## src/rtl/dmem_copy_engine.sv

```systemverilog
// dmem_copy_engine
// ----------------
// Block-move initiator for the 256-entry data memory. Given a source address,
// a destination address and a word count, it streams whole RNS words (all
// domains together, no conversion) from source to destination. The direction
// of the copy is chosen so that overlapping ranges behave like memmove,
// including ranges that wrap past address 0xFF.
//
// Ports:
//   clk              system clock
//   reset            synchronous, active-high reset
//   start            1-cycle copy request, only looked at while idle
//   src_addr         first source word address
//   dst_addr         first destination word address
//   length           number of words to copy, 0..256
//   mem_grant        memory ports belong to the engine this cycle
//   dmem_dout        read data, combinational on data_rd_addr
//   data_rd_addr     registered read address
//   data_wr_addr     registered write address
//   datamem_wr_data  registered write data
//   store_to_mem     registered write strobe (memory writes at the closing edge)
//   busy             copy in progress
//   done             1-cycle completion pulse
//   words_done       writes issued for the current/last copy
module dmem_copy_engine #(
  parameter int NUM_DOMAINS = 1
) (
  input  logic                     clk,
  input  logic                     reset,
  input  logic                     start,
  input  logic [7:0]               src_addr,
  input  logic [7:0]               dst_addr,
  input  logic [8:0]               length,
  input  logic                     mem_grant,
  input  logic [NUM_DOMAINS*8-1:0] dmem_dout,
  output logic [7:0]               data_rd_addr,
  output logic [7:0]               data_wr_addr,
  output logic [NUM_DOMAINS*8-1:0] datamem_wr_data,
  output logic                     store_to_mem,
  output logic                     busy,
  output logic                     done,
  output logic [8:0]               words_done
);

  localparam int DW = NUM_DOMAINS * 8;

  typedef enum logic [1:0] {
    IDLE  = 2'd0,
    RUN   = 2'd1,
    DRAIN = 2'd2,
    DONE  = 2'd3
  } state_t;

  state_t        state, state_n;
  logic [8:0]    remaining, remaining_n;
  logic [7:0]    rd_ptr, rd_ptr_n;
  logic [7:0]    wr_ptr, wr_ptr_n;
  logic          desc, desc_n;
  logic [7:0]    wr_addr_q, wr_addr_n;
  logic [DW-1:0] wr_data_q, wr_data_n;
  logic          store_q, store_n;
  logic [8:0]    words_q, words_n;

  logic [7:0]    delta;
  logic          start_desc;
  logic [7:0]    ptr_step;

  // Distance from source to destination, mod 256. If the destination lies
  // inside the source run (ahead of it), an ascending copy would overwrite
  // words before reading them, so the copy runs from the top down instead.
  assign delta      = dst_addr - src_addr;
  assign start_desc = (delta != 8'd0) && ({1'b0, delta} < length);
  assign ptr_step   = desc ? 8'hFF : 8'h01;

  // State and datapath registers.
  always_ff @(posedge clk) begin
    if (reset) begin
      state     <= IDLE;
      remaining <= '0;
      rd_ptr    <= '0;
      wr_ptr    <= '0;
      desc      <= 1'b0;
      wr_addr_q <= '0;
      wr_data_q <= '0;
      store_q   <= 1'b0;
      words_q   <= '0;
    end else begin
      state     <= state_n;
      remaining <= remaining_n;
      rd_ptr    <= rd_ptr_n;
      wr_ptr    <= wr_ptr_n;
      desc      <= desc_n;
      wr_addr_q <= wr_addr_n;
      wr_data_q <= wr_data_n;
      store_q   <= store_n;
      words_q   <= words_n;
    end
  end

  // Next-state and datapath updates. A word is read in one cycle (address
  // already on data_rd_addr) and its write is strobed in the following cycle,
  // so the final RUN cycle with nothing left to capture still carries the
  // last write strobe; the strobe is dropped on leaving RUN.
  always_comb begin
    state_n     = state;
    remaining_n = remaining;
    rd_ptr_n    = rd_ptr;
    wr_ptr_n    = wr_ptr;
    desc_n      = desc;
    wr_addr_n   = wr_addr_q;
    wr_data_n   = wr_data_q;
    store_n     = 1'b0;
    words_n     = words_q;

    case (state)
      IDLE: begin
        if (start) begin
          words_n = '0;
          if (length == 9'd0) begin
            state_n = DONE;
          end else begin
            state_n     = RUN;
            remaining_n = length;
            desc_n      = start_desc;
            if (start_desc) begin
              rd_ptr_n = src_addr + length[7:0] - 8'd1;
              wr_ptr_n = dst_addr + length[7:0] - 8'd1;
            end else begin
              rd_ptr_n = src_addr;
              wr_ptr_n = dst_addr;
            end
          end
        end
      end

      RUN: begin
        if (remaining == 9'd0) begin
          state_n = DRAIN;
        end else if (mem_grant) begin
          wr_data_n   = dmem_dout;
          wr_addr_n   = wr_ptr;
          store_n     = 1'b1;
          words_n     = words_q + 9'd1;
          rd_ptr_n    = rd_ptr + ptr_step;
          wr_ptr_n    = wr_ptr + ptr_step;
          remaining_n = remaining - 9'd1;
        end
      end

      DRAIN: begin
        state_n = DONE;
      end

      DONE: begin
        state_n = IDLE;
      end

      default: begin
        state_n = IDLE;
      end
    endcase
  end

  assign data_rd_addr    = rd_ptr;
  assign data_wr_addr    = wr_addr_q;
  assign datamem_wr_data = wr_data_q;
  assign store_to_mem    = store_q;
  assign words_done      = words_q;
  assign busy            = (state == RUN) || (state == DRAIN);
  assign done            = (state == DONE);

endmodule

```

## config.mk

```make
export PLATFORM = sky130hd
export DESIGN_NAME = dmem_copy_engine
export DESIGN_NICKNAME = d
export VERILOG_FILES = /design/src/rtl/dmem_copy_engine.sv
export SDC_FILE = /design/constraint.sdc
export NUM_CORES = 1
export LEC_CHECK = 0
export ABC_CLOCK_PERIOD_IN_PS = 6580
export CAP_MARGIN = 10
export CORE_UTILIZATION = 50
export CTS_CLUSTER_DIAMETER = 30
export DETAILED_ROUTE_END_ITERATION = 8
export PLACE_DENSITY = 0.75
export SYNTH_ARGS = -nofsm -noshare
export SYNTH_HDL_FRONTEND = slang
export SYNTH_SLANG_ARGS = --single-unit
```

## constraint.sdc

```tcl
create_clock -name clk -period 6.58 [get_ports clk]
set_input_delay 1.316 -clock clk [delete_from_list [all_inputs] [get_ports clk]]
set_output_delay 1.316 -clock clk [all_outputs]
set_load 0.01 [all_outputs]
```

==> flow_results.org <==
** Hold path
- Hold-critical path depth :: 2
- Class of the tightest hold or removal check :: reg2reg

** Clock network
- Gates resized during post-CTS repair numbered 0.
- Worst-Skew Late Latency :: 0.32 ns
- CTS placed an instance of sky130_fd_sc_hd__clkbuf_8 at the clock tree root.
- The clock passes through at most 2 buffers.
- Number of levels in the clock H-tree :: 2
- Number of buffers created by CTS :: 5
- Counting every sink on the clock net gives 54.
- TritonCTS built the clock tree.
- Buffers inserted by post-CTS timing repair :: 0
- Post-CTS Hold Fix Bufs :: 0
- After clock tree synthesis, the clock-pin slew on the worst setup and hold paths is 0.11 ns.

** Finish
- Final cell count without fillers :: 737
- Most common cell after layout, fill and taps aside :: sky130_fd_sc_hd__clkdlybuf4s50_1
- Fin nets :: 728
- Core Util, Final :: 61.7%
- Ratio of cells with drive above 1 in the final layout :: 6.04%
- Count of inserted antenna diode cells :: 0
- Synthesis-to-layout area growth :: 19.5%
- Leaving out fill and tap cells, the most frequent cells in the layout are 72 x sky130_fd_sc_hd__clkdlybuf4s50_1, 68 x sky130_fd_sc_hd__inv_1, 68 x sky130_fd_sc_hd__nand2_1.

** Pwr
- Final Total Pwr :: 1.69 mW
- Total power density per cell area :: 313 nW/um^2
- Leakage power :: 2.34 nW
- The worst-case IR drop observed on VDD is 0.141 mV.

** Route
- After the first detailed-routing iteration, the DRC count stood at 183.
- Dividing the detail-routed via count by the number of cells gives 5.60.
- Post-route antenna net violation count :: 0
- The routed layout has 4127 vias.
- Before antenna repair, the detailed router went through 4 iterations.
- Detail-routed net length per standard cell :: 14.6 um
- After detailed routing, the total wire length is 10.8 mm.
- DRC :: 0

** STA
- On the final layout, the worst hold slack is 0.459 ns.
- Post-route clock period utilization :: 76.5%
- Setup repair after global routing missed its margin :: no
- For this run, the top clock speed supported by timing is 0.199 GHz.
- The max-slew violation count came to 0.
- # setup viols final :: 0
- Final count of hold timing violations :: 0
- For the finished layout, the period the worst path requires is 5.03 ns.
- Measured against its own limit, the worst slew margin works out to 54.4%.
- Adding up every negative setup slack in the final design gives 0 ns.
- For the pin with the worst max-slew slack, the measured transition is 0.683 ns.
- Final Skew :: 0.0100 ns

** Synth
- Netlist Area Pre-Place :: 4500 um^2
- Fraction of synthesis flops using an asynchronous set or reset pin :: 0%
- Number of warnings issued by yosys :: 0
- Synthesized net count :: 666
- Sequential area share after synthesis :: 24.0%
- Dividing the synthesized area by the synthesized cell count gives 7.96 um^2.
- Synthesized netlist cell count :: 566
- Number of synthesized register bits :: 54
- Netlist cell types :: 73
- Among all flip-flop cells after synthesis, the most frequent one is sky130_fd_sc_hd__dfxtp_1.
- In this run, synthesis inferred 0 flip-flops with an integrated enable.

** Floorplanning
- The core region is 8720 um^2.
- The initialized floorplan defines 34 standard-cell rows.
- For this configuration, the core starts out at a cell density of 51.6%.
- The die covers 9390 um^2.
- IO Pins :: 73
- In this run the horizontal extent of the chip is 96.9 um.
- The die is 96.9 um tall.

** Flow run
- Max-cap violations in this run came to 0.

** Placement
- DP HPWL :: 8.57 mm
- Number of buffer cells added on primary ports :: 72
- Once placement completed, the tool counted placed cells totaling 729.
- Final RePlAce weighted congestion :: 0.913

** Global routing
- All-layer global routing usage :: 23.3%
- Summed over all layers, the global routing overflow is 0.
- Entering global routing, the biggest net connects 50 pins.
- Via count of the first global-routing pass :: 3925
- The first global-routing pass estimated 18.2 mm of wire.
- Initial antenna violation count :: 0

** Setup path
- Startpoint type of the worst setup path :: primary input
- Data arrival time of the critical path :: 5.27 ns
- The largest individual stage delay along the critical path comes from the cell sky130_fd_sc_hd__a31oi_4.
- CP Capture Type :: flip-flop
- Worst R2R Setup Slack :: 3.84 ns
- In this run the worst path has a maximum fanout of 20.
- CP max stage delay :: 0.61 ns
- STA puts the critical path data required time at 6.82 ns.
- Path type of the worst setup path :: in2reg
- The signal on the critical path passes through clkdlybuf4s50_1 -> inv_1 -> ha_1 -> o21ai_0 -> a21oi_1 -> a41oi_1 -> xnor2_2 -> inv_1 -> ha_1 -> a2111oi_0 -> a311oi_2 -> a31oi_4 -> mux2i_1 -> nand2_1 -> a311oi_2.
- Counting cells, the worst reg-to-reg path comes to 10.

** Run status
- The flow ran to the end, and the final reports show no timing, DRC or antenna violations.
[cell usage after synthesis (all sizes together) (8+ instances only)]
cell,number,area (um^2)
inv,69,259
nand2,68,255
ha,58,726
dfxtp,54,1080
a21oi,48,244
nor2,46,185
o21ai,25,129
xor2,20,175
nor3,14,75.1
clkbuf,13,48.8
a21o,12,90.1
xnor2,12,113
nor2b,11,68.8
o22ai,9,56.3
nor4,8,71.3
[state kept, by name, summed over array words and instances, names as in the netlist]
signal	count
data_rd_addr	8
data_wr_addr	8
datamem_wr_data	8
desc	1
remaining	9
state	2
store_to_mem	1
words_done	9
wr_ptr	8
[metal layers]
| layer | up-vias | part of all wire [%] | track usage, % |
|---|---|---|---|
| met2 | 115 | 48 | 39.9 |
| met1 | 1908 | 45 | 30.5 |
| li1 | 2087 | - | - |
| met3 | 17 | 5.4 | 2.67 |
| met5 | - | 0 | 0 |
| met4 | 0 | 1.9 | 7.12 |
[final cells by class]
cell class	count	area, um^2
Multi-Input combinational cell	423	3070
Inverter	69	259
Tap cell	108	135
Sequential cell	54	1080
Fill cell	793	3340
Clock buffer	6	82.6
Clock inverter	2	16.3
Timing Repair Buffer	75	743
[cells by family after synthesis]
logic type	share of synthesized area, %
compound gates	22.0
simple gates	18.6
flops	24.0
mux	2.75
xor+xnor	6.39
buf+inv	7.92
fa+ha+maj	18.3
[path summary, 6_finish.rpt]
path / start / to
worst max-delay path: src_addr[2] / wr_ptr[5]$_SDFFE_PP0P_
worst min-delay path: datamem_wr_data[1]$_SDFFE_PP0P_ / datamem_wr_data[1]$_SDFFE_PP0P_
worst max register to register: state[1]$_SDFFE_PP0P_ / wr_ptr[2]$_SDFFE_PP0P_
worst min register to register: datamem_wr_data[1]$_SDFFE_PP0P_ / datamem_wr_data[1]$_SDFFE_PP0P_
[power breakdown]
part           switching (mW)  internal [mW]  leakage, nW
Sequential             0.0915          0.408        0.441
Clock                   0.116         0.0869       0.0478
Combinational           0.560          0.423         1.85
Total                   0.768          0.918         2.34
[through the flow]
stage	worst slack, ns	area [um^2]
final	1.55	5380
after CTS	1.50	5380
after global placement	1.28	5280
after detailed placement	1.19	5280
after global routing	1.25	5380
after floorplan	2.22	4500
[critical path, delay by kind of cell]
kind	cells	cell delay, ns
AOI/OAI and AO/OA	7	2.28
buffers and inverters	3	0.61
adders and majority gates	2	0.54
muxes	1	0.25
xor gates and xnor gates	1	0.19
and+or+nand+nor	1	0.08
No activity file was read; power rests on OpenSTA's default activity.
